`config.mk`:
```
export PLATFORM = sky130hd
export DESIGN_NAME = gpioemu_bus_master
export DESIGN_NICKNAME = d
export VERILOG_FILES = /design/src/rtl/gpioemu_pkg.sv /design/src/rtl/gpioemu_bus_xfer.sv /design/src/rtl/gpioemu_bus_master.sv
export SDC_FILE = /design/constraint.sdc
export NUM_CORES = 1
export LEC_CHECK = 0
export ABC_AREA = 1
export BUFFER_PORTS_ARGS = -buffer_cell sky130_fd_sc_hd__buf_2
export CAP_MARGIN = 20
export CORE_MARGIN = 4
export CORE_UTILIZATION = 43
export CTS_CLUSTER_SIZE = 25
export DETAILED_ROUTE_END_ITERATION = 7
export PLACE_DENSITY = 0.72
export RECOVER_POWER = 25
export SLEW_MARGIN = 0
export SYNTH_ARGS = -nofsm -noshare
export SYNTH_HDL_FRONTEND = slang
export SYNTH_SLANG_ARGS = --single-unit
```
`constraint.sdc`:
```
create_clock -name clk -period 4.66 [get_ports clk]
set_clock_uncertainty 0.2 [all_clocks]
set_input_delay 0.699 -clock clk [delete_from_list [all_inputs] [get_ports clk]]
set_output_delay 0.699 -clock clk [all_outputs]
set_load 0.01 [all_outputs]
```
`src/rtl/gpioemu_pkg.sv`:
```
// Shared register map and state encodings for the GPIO emulator bus master.
// The peripheral bench model imports the same address constants.
package gpioemu_pkg;

    localparam logic [15:0] ADDR_A1   = 16'h037F;
    localparam logic [15:0] ADDR_A2   = 16'h0388;
    localparam logic [15:0] ADDR_W    = 16'h0390;
    localparam logic [15:0] ADDR_L    = 16'h0398;
    localparam logic [15:0] ADDR_CTRL = 16'h03A0;

    typedef enum logic [3:0] {
        ST_IDLE,
        ST_WR_A1,
        ST_WR_A2,
        ST_WR_START,
        ST_HOLDOFF,
        ST_POLL,
        ST_RD_W0,
        ST_RD_W1,
        ST_RD_L,
        ST_RESP
    } master_state_e;

    typedef enum logic [1:0] {
        XF_IDLE,
        XF_SETUP,
        XF_STROBE,
        XF_HOLD
    } xfer_phase_e;

endpackage

```
`src/rtl/gpioemu_bus_xfer.sv`:
```
// Single-access engine: SETUP, STROBE_CYCLES of strobe, HOLD. A new start is
// accepted in HOLD as well as IDLE so back-to-back accesses take 4 cycles each.
module gpioemu_bus_xfer
    import gpioemu_pkg::*;
#(
    parameter int STROBE_CYCLES = 2
) (
    input  logic        clk,
    input  logic        n_reset,
    input  logic        start_i,
    input  logic        rnw_i,
    input  logic [15:0] addr_i,
    input  logic [31:0] wdata_i,
    output logic        done_o,
    output logic [31:0] rdata_o,
    output logic [15:0] saddress_o,
    output logic        swr_o,
    output logic        srd_o,
    output logic [31:0] sdata_wr_o,
    input  logic [31:0] sdata_rd_i
);

    localparam logic [7:0] STROBE_LOAD = 8'(STROBE_CYCLES - 1);

    xfer_phase_e phase_q, phase_d;
    logic [7:0]  cnt_q, cnt_d;
    logic [15:0] addr_q, addr_d;
    logic [31:0] wdata_q, wdata_d;
    logic        rnw_q, rnw_d;
    logic        swr_q, swr_d;
    logic        srd_q, srd_d;

    always_ff @(posedge clk or negedge n_reset) begin
        if (!n_reset) begin
            phase_q <= XF_IDLE;
            cnt_q   <= '0;
            addr_q  <= '0;
            wdata_q <= '0;
            rnw_q   <= 1'b0;
            swr_q   <= 1'b0;
            srd_q   <= 1'b0;
        end else begin
            phase_q <= phase_d;
            cnt_q   <= cnt_d;
            addr_q  <= addr_d;
            wdata_q <= wdata_d;
            rnw_q   <= rnw_d;
            swr_q   <= swr_d;
            srd_q   <= srd_d;
        end
    end

    always_comb begin
        phase_d = phase_q;
        cnt_d   = cnt_q;
        addr_d  = addr_q;
        wdata_d = wdata_q;
        rnw_d   = rnw_q;
        swr_d   = swr_q;
        srd_d   = srd_q;
        case (phase_q)
            XF_IDLE, XF_HOLD: begin
                if (start_i) begin
                    phase_d = XF_SETUP;
                    addr_d  = addr_i;
                    wdata_d = wdata_i;
                    rnw_d   = rnw_i;
                end else begin
                    phase_d = XF_IDLE;
                end
            end
            XF_SETUP: begin
                phase_d = XF_STROBE;
                cnt_d   = STROBE_LOAD;
                swr_d   = ~rnw_q;
                srd_d   = rnw_q;
            end
            XF_STROBE: begin
                if (cnt_q == 8'd0) begin
                    phase_d = XF_HOLD;
                    swr_d   = 1'b0;
                    srd_d   = 1'b0;
                end else begin
                    cnt_d = cnt_q - 8'd1;
                end
            end
            default: phase_d = XF_IDLE;
        endcase
    end

    // The caller captures read data on the edge that ends HOLD.
    assign done_o     = (phase_q == XF_HOLD);
    assign rdata_o    = sdata_rd_i;
    assign saddress_o = addr_q;
    assign swr_o      = swr_q;
    assign srd_o      = srd_q;
    assign sdata_wr_o = wdata_q;

endmodule

```
`src/rtl/gpioemu_bus_master.sv`:
```
// Host-side initiator: runs the write/start/poll/read sequence against the
// multiply/popcount peripheral and returns one response per accepted command.
//
// state       | meaning
// IDLE        | cmd_ready high, waiting for a command
// WR_A1       | writing operand A1
// WR_A2       | writing operand A2
// WR_START    | writing the control register to start the peripheral
// HOLDOFF     | idle wait before each status poll
// POLL        | reading status {ready,valid}
// RD_W0       | priming read of W (value discarded)
// RD_W1       | reading product W
// RD_L        | reading ones count L
// RESP        | rsp_valid pulse
module gpioemu_bus_master
    import gpioemu_pkg::*;
#(
    parameter int STROBE_CYCLES = 2,
    parameter int POLL_HOLDOFF  = 8,
    parameter int POLL_LIMIT    = 64
) (
    input  logic        clk,
    input  logic        n_reset,
    input  logic        cmd_valid,
    output logic        cmd_ready,
    input  logic [23:0] cmd_a1,
    input  logic [23:0] cmd_a2,
    output logic        rsp_valid,
    output logic [31:0] rsp_w,
    output logic [23:0] rsp_ones,
    output logic        rsp_overflow,
    output logic        rsp_timeout,
    output logic        busy,
    output logic [15:0] saddress,
    output logic        swr,
    output logic        srd,
    output logic [31:0] sdata_wr,
    input  logic [31:0] sdata_rd
);

    localparam logic [7:0] HOLDOFF_LOAD = 8'(POLL_HOLDOFF - 1);
    localparam logic [6:0] POLL_LIMIT_C = 7'(POLL_LIMIT);

    master_state_e state_q, state_d;
    logic [23:0] a1_q, a1_d, a2_q, a2_d;
    logic [7:0]  hold_cnt_q, hold_cnt_d;
    logic [6:0]  poll_cnt_q, poll_cnt_d;
    logic        ovf_q, ovf_d;
    logic [31:0] w_q, w_d;
    logic [31:0] rsp_w_q, rsp_w_d;
    logic [23:0] rsp_ones_q, rsp_ones_d;
    logic        rsp_ovf_q, rsp_ovf_d;
    logic        rsp_to_q, rsp_to_d;

    logic        launch;
    logic        xfer_rnw;
    logic [15:0] xfer_addr;
    logic [31:0] xfer_wdata;
    logic        xfer_done;
    logic [31:0] xfer_rdata;

    gpioemu_bus_xfer #(
        .STROBE_CYCLES(STROBE_CYCLES)
    ) u_xfer (
        .clk       (clk),
        .n_reset   (n_reset),
        .start_i   (launch),
        .rnw_i     (xfer_rnw),
        .addr_i    (xfer_addr),
        .wdata_i   (xfer_wdata),
        .done_o    (xfer_done),
        .rdata_o   (xfer_rdata),
        .saddress_o(saddress),
        .swr_o     (swr),
        .srd_o     (srd),
        .sdata_wr_o(sdata_wr),
        .sdata_rd_i(sdata_rd)
    );

    always_ff @(posedge clk or negedge n_reset) begin
        if (!n_reset) begin
            state_q    <= ST_IDLE;
            a1_q       <= '0;
            a2_q       <= '0;
            hold_cnt_q <= '0;
            poll_cnt_q <= '0;
            ovf_q      <= 1'b0;
            w_q        <= '0;
            rsp_w_q    <= '0;
            rsp_ones_q <= '0;
            rsp_ovf_q  <= 1'b0;
            rsp_to_q   <= 1'b0;
        end else begin
            state_q    <= state_d;
            a1_q       <= a1_d;
            a2_q       <= a2_d;
            hold_cnt_q <= hold_cnt_d;
            poll_cnt_q <= poll_cnt_d;
            ovf_q      <= ovf_d;
            w_q        <= w_d;
            rsp_w_q    <= rsp_w_d;
            rsp_ones_q <= rsp_ones_d;
            rsp_ovf_q  <= rsp_ovf_d;
            rsp_to_q   <= rsp_to_d;
        end
    end

    // Each access is launched on the edge that enters its state, so the bus
    // engine runs back-to-back with no idle cycle between accesses.
    always_comb begin
        state_d    = state_q;
        a1_d       = a1_q;
        a2_d       = a2_q;
        hold_cnt_d = hold_cnt_q;
        poll_cnt_d = poll_cnt_q;
        ovf_d      = ovf_q;
        w_d        = w_q;
        rsp_w_d    = rsp_w_q;
        rsp_ones_d = rsp_ones_q;
        rsp_ovf_d  = rsp_ovf_q;
        rsp_to_d   = rsp_to_q;
        launch     = 1'b0;

        case (state_q)
            ST_IDLE: begin
                if (cmd_valid) begin
                    a1_d       = cmd_a1;
                    a2_d       = cmd_a2;
                    poll_cnt_d = '0;
                    state_d    = ST_WR_A1;
                    launch     = 1'b1;
                end
            end
            ST_WR_A1: begin
                if (xfer_done) begin
                    state_d = ST_WR_A2;
                    launch  = 1'b1;
                end
            end
            ST_WR_A2: begin
                if (xfer_done) begin
                    state_d = ST_WR_START;
                    launch  = 1'b1;
                end
            end
            ST_WR_START: begin
                if (xfer_done) begin
                    state_d    = ST_HOLDOFF;
                    hold_cnt_d = HOLDOFF_LOAD;
                end
            end
            ST_HOLDOFF: begin
                if (hold_cnt_q == 8'd0) begin
                    state_d = ST_POLL;
                    launch  = 1'b1;
                end else begin
                    hold_cnt_d = hold_cnt_q - 8'd1;
                end
            end
            ST_POLL: begin
                if (xfer_done) begin
                    if (xfer_rdata[1]) begin
                        ovf_d   = ~xfer_rdata[0];
                        state_d = ST_RD_W0;
                        launch  = 1'b1;
                    end else if (poll_cnt_q + 7'd1 == POLL_LIMIT_C) begin
                        poll_cnt_d = poll_cnt_q + 7'd1;
                        rsp_w_d    = '0;
                        rsp_ones_d = '0;
                        rsp_ovf_d  = 1'b0;
                        rsp_to_d   = 1'b1;
                        state_d    = ST_RESP;
                    end else begin
                        poll_cnt_d = poll_cnt_q + 7'd1;
                        hold_cnt_d = HOLDOFF_LOAD;
                        state_d    = ST_HOLDOFF;
                    end
                end
            end
            ST_RD_W0: begin
                if (xfer_done) begin
                    state_d = ST_RD_W1;
                    launch  = 1'b1;
                end
            end
            ST_RD_W1: begin
                if (xfer_done) begin
                    w_d     = xfer_rdata;
                    state_d = ST_RD_L;
                    launch  = 1'b1;
                end
            end
            ST_RD_L: begin
                if (xfer_done) begin
                    rsp_w_d    = w_q;
                    rsp_ones_d = xfer_rdata[23:0];
                    rsp_ovf_d  = ovf_q;
                    rsp_to_d   = 1'b0;
                    state_d    = ST_RESP;
                end
            end
            ST_RESP: state_d = ST_IDLE;
            default: state_d = ST_IDLE;
        endcase

        xfer_rnw   = 1'b1;
        xfer_addr  = '0;
        xfer_wdata = '0;
        case (state_d)
            ST_WR_A1: begin
                xfer_rnw   = 1'b0;
                xfer_addr  = ADDR_A1;
                xfer_wdata = {8'h00, a1_d};
            end
            ST_WR_A2: begin
                xfer_rnw   = 1'b0;
                xfer_addr  = ADDR_A2;
                xfer_wdata = {8'h00, a2_q};
            end
            ST_WR_START: begin
                xfer_rnw  = 1'b0;
                xfer_addr = ADDR_CTRL;
            end
            ST_POLL:            xfer_addr = ADDR_CTRL;
            ST_RD_W0, ST_RD_W1: xfer_addr = ADDR_W;
            ST_RD_L:            xfer_addr = ADDR_L;
            default:            xfer_addr = '0;
        endcase
    end

    assign cmd_ready    = (state_q == ST_IDLE);
    assign busy         = (state_q != ST_IDLE);
    assign rsp_valid    = (state_q == ST_RESP);
    assign rsp_w        = rsp_w_q;
    assign rsp_ones     = rsp_ones_q;
    assign rsp_overflow = rsp_ovf_q;
    assign rsp_timeout  = rsp_to_q;

endmodule

```
==> Word level (Yosys, flattened, before mapping) <==
Index checks and enable logic that the tools add are counted.
W data, S select, Z words.
{ "word_totals": {"inputBits": 83, "register_bits": 219, "wordCells": 137, "output_inout_bits": 111} }
{ "op_classes": {"bitwise_logic": 2, "n_reduce_logical": 23, "add_sub_neg": 3, "eq_ne": 30, "muxes": 61} }
{ "op_table": {"columns": ["cell", "n"], "rows": [
  ["$mux W24", 6],
  ["$mux W32", 4],
  ["$pmux W24 S2", 2],
  ["$pmux W32 S2", 1],
  ["$pmux W10 S5", 1],
  ["$mux W8", 6],
  ["$mux W4", 11],
  ["$pmux W4 S9", 1],
  ["$eq A4 B3 Y1 const B", 7],
  ["$pmux W8 S3", 1],
  ["$mux W7", 3],
  ["$eq A4 B2 Y1 const B", 4],
  ["$logic_not A8 Y1", 2],
  ["$mux W1", 16],
  ["$pmux W8 S2", 1],
  ["$sub A8 B1 Y8 const B", 2],
  ["$pmux W7 S2", 1],
  ["$eq A4 B4 Y1 const B", 3],
  ["$ne A2 B2 Y1 const B", 6],
  ["$reduce_and A2 Y1", 5],
  ["$eq A4 B1 Y1 const B", 2],
  ["$ne A2 B1 Y1 const B", 4],
  ["$pmux W1 S2", 4],
  ["$add A7 B1 Y7 const B", 1],
  ["19 further kinds", 25]
]} }

==> Longest topological paths before layout <==
Gate-level depths: netlist of run 1.
{ "logic_depth": {"depth_word": 9, "ltp_mapped": 16, "mapped_depth_nobuf": 16} }

==> Hierarchy <==
A second synthesis of run 1 with hierarchy kept.
{ "hier_totals": {"cells_unflattened": 959, "area_unflattened_um2": 9694.3} }
{ "modules_own_cells": {"columns": ["module", "cells_per_inst", "n_inst", "area_each_um2"], "rows": [
  ["gpioemu_bus_master", 734, 1, 6907.9],
  ["gpioemu_bus_xfer", 225, 1, 2786.4]
]} }

==> Least setup slack after synthesis of run 1 <==
No wires, ideal clock.
{ "synth_path": {"path_type": "register to register", "start": "register u_xfer.phase_q[0]", "end": "register u_xfer.wdata_q[10] (netlist: u_xfer.sdata_wr_o[10])", "arrival_ps": 1873, "slack_ps": 2520, "required_ps": 4394, "stages_incl_launch_ff": 11, "path_cell_list": "dfrtp_1 -> ha_1 -> buf_4 -> nand4_1 -> nand3_2 -> nor3_4 -> nand4_2 -> nor2_4 -> buf_4 -> nand3_1 -> nand3_2"} }
{ "synth_via": {"elab_chain_len": 5} }
{ "synth_rtl": {"columns": ["element", "line_no", "source"], "rows": [
  ["from (decl)", "gpioemu_bus_xfer.sv:25", "xfer_phase_e phase_q, phase_d;"],
  ["from (signal assigned)", "gpioemu_bus_xfer.sv:43", "phase_q <= phase_d;"],
  ["$eq A2 B2 Y1", "gpioemu_bus_xfer.sv:61, gpioemu_bus_xfer.sv:92", null],
  ["$mux W4, or another cell as far along", "gpioemu_bus_master.sv:194", "if (xfer_done) begin"],
  ["$pmux W4 S9", "gpioemu_bus_master.sv:124", "case (state_q)"],
  ["$eq A4 B2 Y1 / $eq A4 B1 Y1 (equally long branches)", "gpioemu_bus_master.sv:209", "case (state_d)"],
  ["$pmux W24 S2", "gpioemu_bus_master.sv:209", null],
  ["to (signal assigned)", "gpioemu_bus_xfer.sv:46", "wdata_q <= wdata_d;"],
  ["to (decl)", "gpioemu_bus_xfer.sv:28", "logic [31:0] wdata_q, wdata_d;"]
]} }
Several ways; a longest one is shown, not always the timed one.
A chain may end at the register's enable or synchronous reset.

==> Worst setup path in the final report of run 1 <==
{ "layout_path": {"start": "register u_xfer.phase_q[0]", "end": "register u_xfer.wdata_q[8] (netlist: u_xfer.sdata_wr_o[8])"} }
Same word-level chain as after synthesis.

==> out/metrics.yaml, run 1 <==
run_status:
  run_status: "finished with violations"
  violations: "max-capacitance violations, max-slew violations"
floorplan:
  core-area_um2: 20300
  ios: 194
  die_h_um: 152
  start_util: 0.438
  die_width_um: 152
  row_count: 52
  dieArea_um2: 23000
synth:
  synth_common_cells: "nand2_1, dfrtp_1, o21ai_0"
  yosys.area.top_type: "dfrtp_1"
  synth_top_area_share: 0.566
  syn_inst: 955
  ys_warn_count: 0
  yosys_most_used_dff: "dfrtp_1"
  post-synth-top-count-cell: "nand2_1"
  synth_edf_count: 0
  ys_seq_elements: 201
  ys_async_sr_fraction: 1.00
  ys_seq_area_frac: 0.566
  synth.avg_cell_area_um2: 9.30
  synth_area_um2: 8880
  yosys-top-cells-area: "dfrtp_1, nand2_1, o21ai_0"
  yosysUniqueCellTypes: 42
setup_path:
  endpoint_kind: "register"
  reg2reg_from: "u_xfer.phase_q[0]"
  crit_start: "u_xfer.phase_q[0]"
  cp_max_fo: 65
  critPathKind: "reg -> reg"
  timing.rr.end: "u_xfer.sdata_wr_o[8]"
  cp.required_ns: 4.88
  reg2reg_slack_ns: 1.74
  reg2reg_depth: 9
  critPathCapture: "u_xfer.sdata_wr_o[8]"
  arrival_ns: 3.14
  crit_path_start_kind: "register"
finish:
  diodes: 0
  fin_cells: 1406
  nets: 1214
  fin_util: 0.526
  nFillCells: 1830
  drive_above_1_share: 0.273
  syn_to_final_growth_pct: 20.1
route:
  dr.pass1.iters: 5
  wl_um: 20600
  first_iter_violations: 358
  viasPerCell: 4.87
  route.detailed.drc: 0
  vias: 6846
  routedWlPerCell_um: 14.7
  ant_nets: 0
timing:
  fin_ws_ns: 1.74
  max-slew-margin-rel: -0.609
  max_freq_mhz: 342
  period_share: 0.627
  timing.final.hold_violations: 0
  slew_violations: 95
  finalSetupTns_ns: 0
  rsz0062_at_grt: "false"
  setup_violations: 0
  fin_crit_ns: 2.92
  worstMarginPinSlew_ns: 2.41
global_routing:
  antenna_found_initial: 0
  global_route.overflow_total: 0
  grt_max_degree: 96
  grt_usage: 0.176
  grt_pass1_wl_um: 33300
  grt_pass1_vias: 6716
power:
  combPwrFrac: 0.305
  clockPowerShare: 0.287
  netSwitchingFraction: 0.355
  power.internal_mw: 4.12
  p_leak_nw: 5.84
  switchingPower_mw: 2.27
  peakVddDrop_uv: 320
  seq_power_share: 0.408
  p_per_area_nw_per_um2: 599
  power_mw: 6.39
placed_design:
  port_buffers: 179
  gp_congestion: 0.843
  place_inst: 1368
  hpwl_um: 14000
  dp_worst_setup_slack_ns: 1.73
hold_path:
  whs_path_depth: 3
  min_path_type: "in -> reg"
clock_tree:
  cts_made_buffers: 22
  cts_tree: "done"
  clk_path_buf_depth: 3
  clk-insertion-delay-late_ns: 0.49
  htree_levels: 1
  cts_root_buf: "clkbuf_16"
  clock-sinks: 201
  hold_buffers: 0
  clk_pin_slew_ns: 0.06
  cts_resized: 0
  postCtsSetupBuffers: 0
flow_run:
  drv_cap: 1
-- worst min-delay path by stage --
stage | from | end | slack (ns)
finish | cmd_a2[13] | a2_q[13] | 0.20
global route | cmd_a2[10] | a2_q[10] | 0.19
CTS | n_reset | rsp_ones[17] | 0.10
detailed placement | a2_q[1] | a2_q[1] | 0.27
global placement | a1_q[1] | a1_q[1] | 0.26
floorplan | n_reset | a1_q[0] | 0.20
-- stage by stage --
stage,cell area (um2),hold slack [ns]
2_1_floorplan,8930,0.203
3_3_place_gp,9900,0.262
3_5_place_dp,9900,0.266
4_1_cts,10700,0.101
5_1_grt,10700,0.189
6_report,10700,0.197
-- cells in the final DEF (no fill, tap or decap), types with 2 or more instances in the layout --
master	count
buf_2	178
nor2_2	9
ha_1	9
nand2_4	6
clkbuf_1	4
nor2_1	49
nand4_1	5
nor3_1	6
bufinv_16	3
conb_1	14
nand2_2	23
nor3b_1	2
dfrtp_1	201
a21oi_1	16
inv_1	76
nor2_4	3
xor2_1	4
nand2_1	278
buf_4	7
nand4_2	2
or2_2	2
nand3_1	42
nand3_2	25
nor2_8	3
o21ai_1	4
clkbuf_16	23
clkbuf_8	6
inv_2	12
o21ai_0	80
a22o_1	26
nand3_4	2
-- state kept, by name (all words and copies together), names as in the netlist, 4 cells and up --
name / cells
poll_cnt_q: 7
state_q: 4
rsp_ones: 24
rsp_w: 32
a2_q: 24
u_xfer.saddress_o: 6
w_q: 32
u_xfer.cnt_q: 8
a1_q: 24
hold_cnt_q: 8
u_xfer.sdata_wr_o: 24
-- critical path: stages (launching register included) --
cell and delay (ns):
dfrtp_1 0.39, ha_1 0.33, nand2_2 0.11, buf_4 0.46, o31ai_1 0.19, inv_1 0.16, nand4_1 0.16, nor2_4 0.52
nand3_1 0.19, nand3_2 0.12
-- logic make-up (layout without fill, tap and decap cells) --
| kind of cell | count (synthesis) | after routing | synth area share |
|---|---|---|---|
| XOR/XNOR | 4 | 4 | 0.00394 |
| flip-flops | 201 | 201 | 0.566 |
| AO/OA/AOI/OAI | 134 | 134 | 0.0893 |
| buffers and inverters | 146 | 314 | 0.0776 |
| AND/OR/NAND/NOR | 460 | 460 | 0.250 |
| adder cells (fa/ha/maj) | 9 | 9 | 0.0127 |
| other | 1 | 14 | 0.000422 |
-- layer usage --
metal  up-vias  global-route usage  wire length (um)
met4         0              0.0328               287
met2       239               0.270              8970
li1       3357                   -                 -
met1      3225               0.266              9710
met5         -                   0                 0
met3        25              0.0321              1650
-- area by class of cell --
| type | instances | area [um2] | share of cell area |
|---|---|---|---|
| Timing Repair Buffer | 187 | 968 | 0.0907 |
| Sequential cell | 201 | 5030 | 0.471 |
| Clock inverter | 5 | 104 | 0.00973 |
| Inverter | 89 | 334 | 0.0313 |
| Multi-Input combinational cell | 621 | 3220 | 0.302 |
| Clock buffer | 33 | 673 | 0.0631 |
| Tap cell | 270 | 338 | 0.0317 |
-- power groups by stage --
| stage | clock network (mW) | registers (mW) | logic (mW) |
|---|---|---|---|
| global route | 1.93 | 2.66 | 2.23 |
| finish | 1.83 | 2.61 | 1.95 |
| detailed placement | 0 | 2.62 | 1.97 |
| CTS | 1.87 | 2.60 | 1.98 |
| global placement | 0 | 2.61 | 1.91 |
| floorplan | 0 | 2.62 | 1.40 |
Power figures use the tool's default switching activity.
==> run 2, diff against run 1 <==
--- a/config.mk
+++ b/config.mk
@@ -12,7 +12,7 @@
 export CORE_UTILIZATION = 43
 export CTS_CLUSTER_SIZE = 25
 export DETAILED_ROUTE_END_ITERATION = 7
-export PLACE_DENSITY = 0.72
+export PLACE_DENSITY = 0.74
 export RECOVER_POWER = 25
 export SLEW_MARGIN = 0
 export SYNTH_ARGS = -nofsm -noshare
==> constraint.sdc (replaced) <==
create_clock -name clk -period 2.65 [get_ports clk]
set_clock_uncertainty 0.2 [all_clocks]
set_input_delay 0.3975 -clock clk [delete_from_list [all_inputs] [get_ports clk]]
set_output_delay 0.3975 -clock clk [all_outputs]
set_load 0.01 [all_outputs]
==> out/metrics.yaml, run 2 (same netlist as run 1, synthesis figures left out) <==
timing:
  period_share: 0.925  # was 0.627
  max-slew-margin-rel: 0.0711  # was -0.609
  timing.final.hold_violations: 0  # unchanged
  slew_violations: 0  # was 95
  setup_violations: 0  # unchanged
  finalSetupTns_ns: 0  # unchanged
  max_freq_mhz: 408  # was 342 MHz
  worstMarginPinSlew_ns: 1.39  # was 2.41 ns
  fin_crit_ns: 2.45  # was 2.92 ns
  rsz0062_at_grt: "false"  # unchanged
route:
  viasPerCell: 4.90  # was 4.87
  routedWlPerCell_um: 14.5  # was 14.7 um
  ant_nets: 0  # unchanged
  route.detailed.drc: 0  # unchanged
  dr.pass1.iters: 5  # unchanged
  wl_um: 21700  # was 20600 um
  vias: 7324  # was 6846
  first_iter_violations: 441  # was 358
global_routing:
  grt_pass1_wl_um: 35300  # was 33300 um
  grt_max_degree: 65  # was 96
  global_route.overflow_total: 0  # unchanged
  antenna_found_initial: 1  # was 0
  grt_usage: 0.188  # was 0.176
  grt_pass1_vias: 7197  # was 6716
power:
  seq_power_share: 0.399  # was 0.408
  combPwrFrac: 0.331  # was 0.305
  clockPowerShare: 0.270  # was 0.287
  p_leak_nw: 6.23  # was 5.84 nW
  peakVddDrop_uv: 702  # was 320 uV
  power.internal_mw: 7.36  # was 4.12 mW
  netSwitchingFraction: 0.355  # about the same
  p_per_area_nw_per_um2: 988  # was 599 nW/um2
  switchingPower_mw: 4.06  # was 2.27 mW
placed_design:
  hpwl_um: 14300  # was 14000 um
  port_buffers: 179  # unchanged
  place_inst: 1381  # was 1368
  gp_congestion: 0.863  # was 0.843
clock_tree:
  cts_root_buf: "clkbuf_16"  # unchanged
  clk-insertion-delay-late_ns: 0.49  # about the same
  htree_levels: 1  # unchanged
  cts_tree: "done"  # unchanged
  cts_made_buffers: 22  # unchanged
  clock-sinks: 201  # unchanged
  clk_path_buf_depth: 3  # unchanged
  clk_pin_slew_ns: 0.06  # about the same
floorplan:
  core-area_um2: 20300  # unchanged
  die_h_um: 152  # unchanged
  die_width_um: 152  # unchanged
  row_count: 52  # unchanged
  dieArea_um2: 23000  # unchanged
  ios: 194  # unchanged
  start_util: 0.438  # unchanged
setup_path:
  crit_path_start_kind: "register"  # unchanged
  arrival_ns: 2.68  # was 3.14 ns
  cp.required_ns: 2.87  # was 4.88 ns
  endpoint_kind: "register"  # unchanged
  critPathKind: "reg -> reg"  # unchanged
  cp_max_fo: 6  # was 65
finish:
  nets: 1303  # was 1214
  layout_commonest_cell: "nand2_1"  # unchanged
  drive_above_1_share: 0.263  # was 0.273
  fin_cells: 1494  # was 1406
  diodes: 0  # unchanged
  mostFrequentLayoutCells: "nand2_1, dfrtp_1, buf_2"  # unchanged
  syn_to_final_growth_pct: 30.0  # was 20.1%
hold_path:
  min_path_type: "in -> reg"  # unchanged
run_status:
  run_status: "completed"  # was finished with violations
flow_run:
  drv_cap: 0  # was 1
run 2: final timing paths:
| kind | start | end | slack, ns | cells past startpoint |
|---|---|---|---|---|
| worst max-delay path | poll_cnt_q[0] | u_xfer.sdata_wr_o[23] | 0.20 | 14 |
| worst min-delay path | sdata_rd[5] | w_q[5] | 0.01 | 3 |
| worst max register to register | poll_cnt_q[0] | u_xfer.sdata_wr_o[23] | 0.20 | 14 |
| worst min register to register | a1_q[23] | a1_q[23] | 0.28 | 2 |
| max in group asynchronous | n_reset | a1_q[18] | 0.38 | 3 |
| min in group asynchronous | n_reset | w_q[28] | 0.57 | 2 |
run 2: critical path, cell delays in order, from the launching register on:
cell      delay [ns]
dfrtp_1         0.42
ha_1            0.23
nand3_1         0.12
o21bai_1        0.14
nand2_1         0.09
nor2_2          0.12
nand3_1         0.13
nand2_1         0.13
nand2_2         0.10
nand3_4         0.10
nand3_4         0.12
nor2_8          0.18
buf_4           0.18
nand2_1         0.06
nand3_1         0.06
run 2: timing repair:
item,4_1_cts,5_1_grt
endpoints found under the hold margin,132,0
buffers inserted,0,2
hold buffers,74,0
endpoints found under the setup margin,0,18
resized for setup,0,2
run 2: area by class of cell:
| cell class | count | area (um2) |
|---|---|---|
| Timing Repair Buffer | 276 | 1880 |
| Fill cell | 1706 | 8750 |
| Clock inverter | 2 | 60.1 |
| Multi-Input combinational cell | 621 | 3220 |
| Inverter | 89 | 337 |
| Clock buffer | 35 | 681 |
| Tap cell | 270 | 338 |
| Sequential cell | 201 | 5030 |
run 2: per-layer routing:
layer  track usage  vias up  share of wire
li1              -     3535              -
met1         0.260     3473           0.44
met2         0.307      282           0.46
met3        0.0419       32          0.083
met4        0.0391        2          0.016
met5             0        -        0.00060
run 2: power by group through the flow:
stage          logic (mW)  registers [mW]  clock network (mW)
3_3_place_gp         3.57            4.57                   0
5_1_grt              4.26            4.66                3.28
4_1_cts              3.78            4.54                3.15
6_report             3.78            4.56                3.08
3_5_place_dp         3.67            4.57                   0
2_1_floorplan        2.47            4.60                   0
run 2: per-stage QoR:
| stage | total power, mW | setup WS, ns | util | area [um2] | hold WS [ns] |
|---|---|---|---|---|---|
| 2_1_floorplan | 7.07 | 0.510 | - | 8930 | -0.0981 |
| 3_3_place_gp | 8.14 | 0.264 | 0.496 | 10100 | 0.195 |
| 3_5_place_dp | 8.24 | 0.190 | 0.496 | 10100 | 0.194 |
| 4_1_cts | 11.5 | 0.154 | 0.569 | 11600 | 0.00212 |
| 5_1_grt | 12.2 | 0.00522 | 0.569 | 11600 | 0.00282 |
| 6_report | 11.4 | 0.199 | 0.569 | 11600 | 0.0125 |
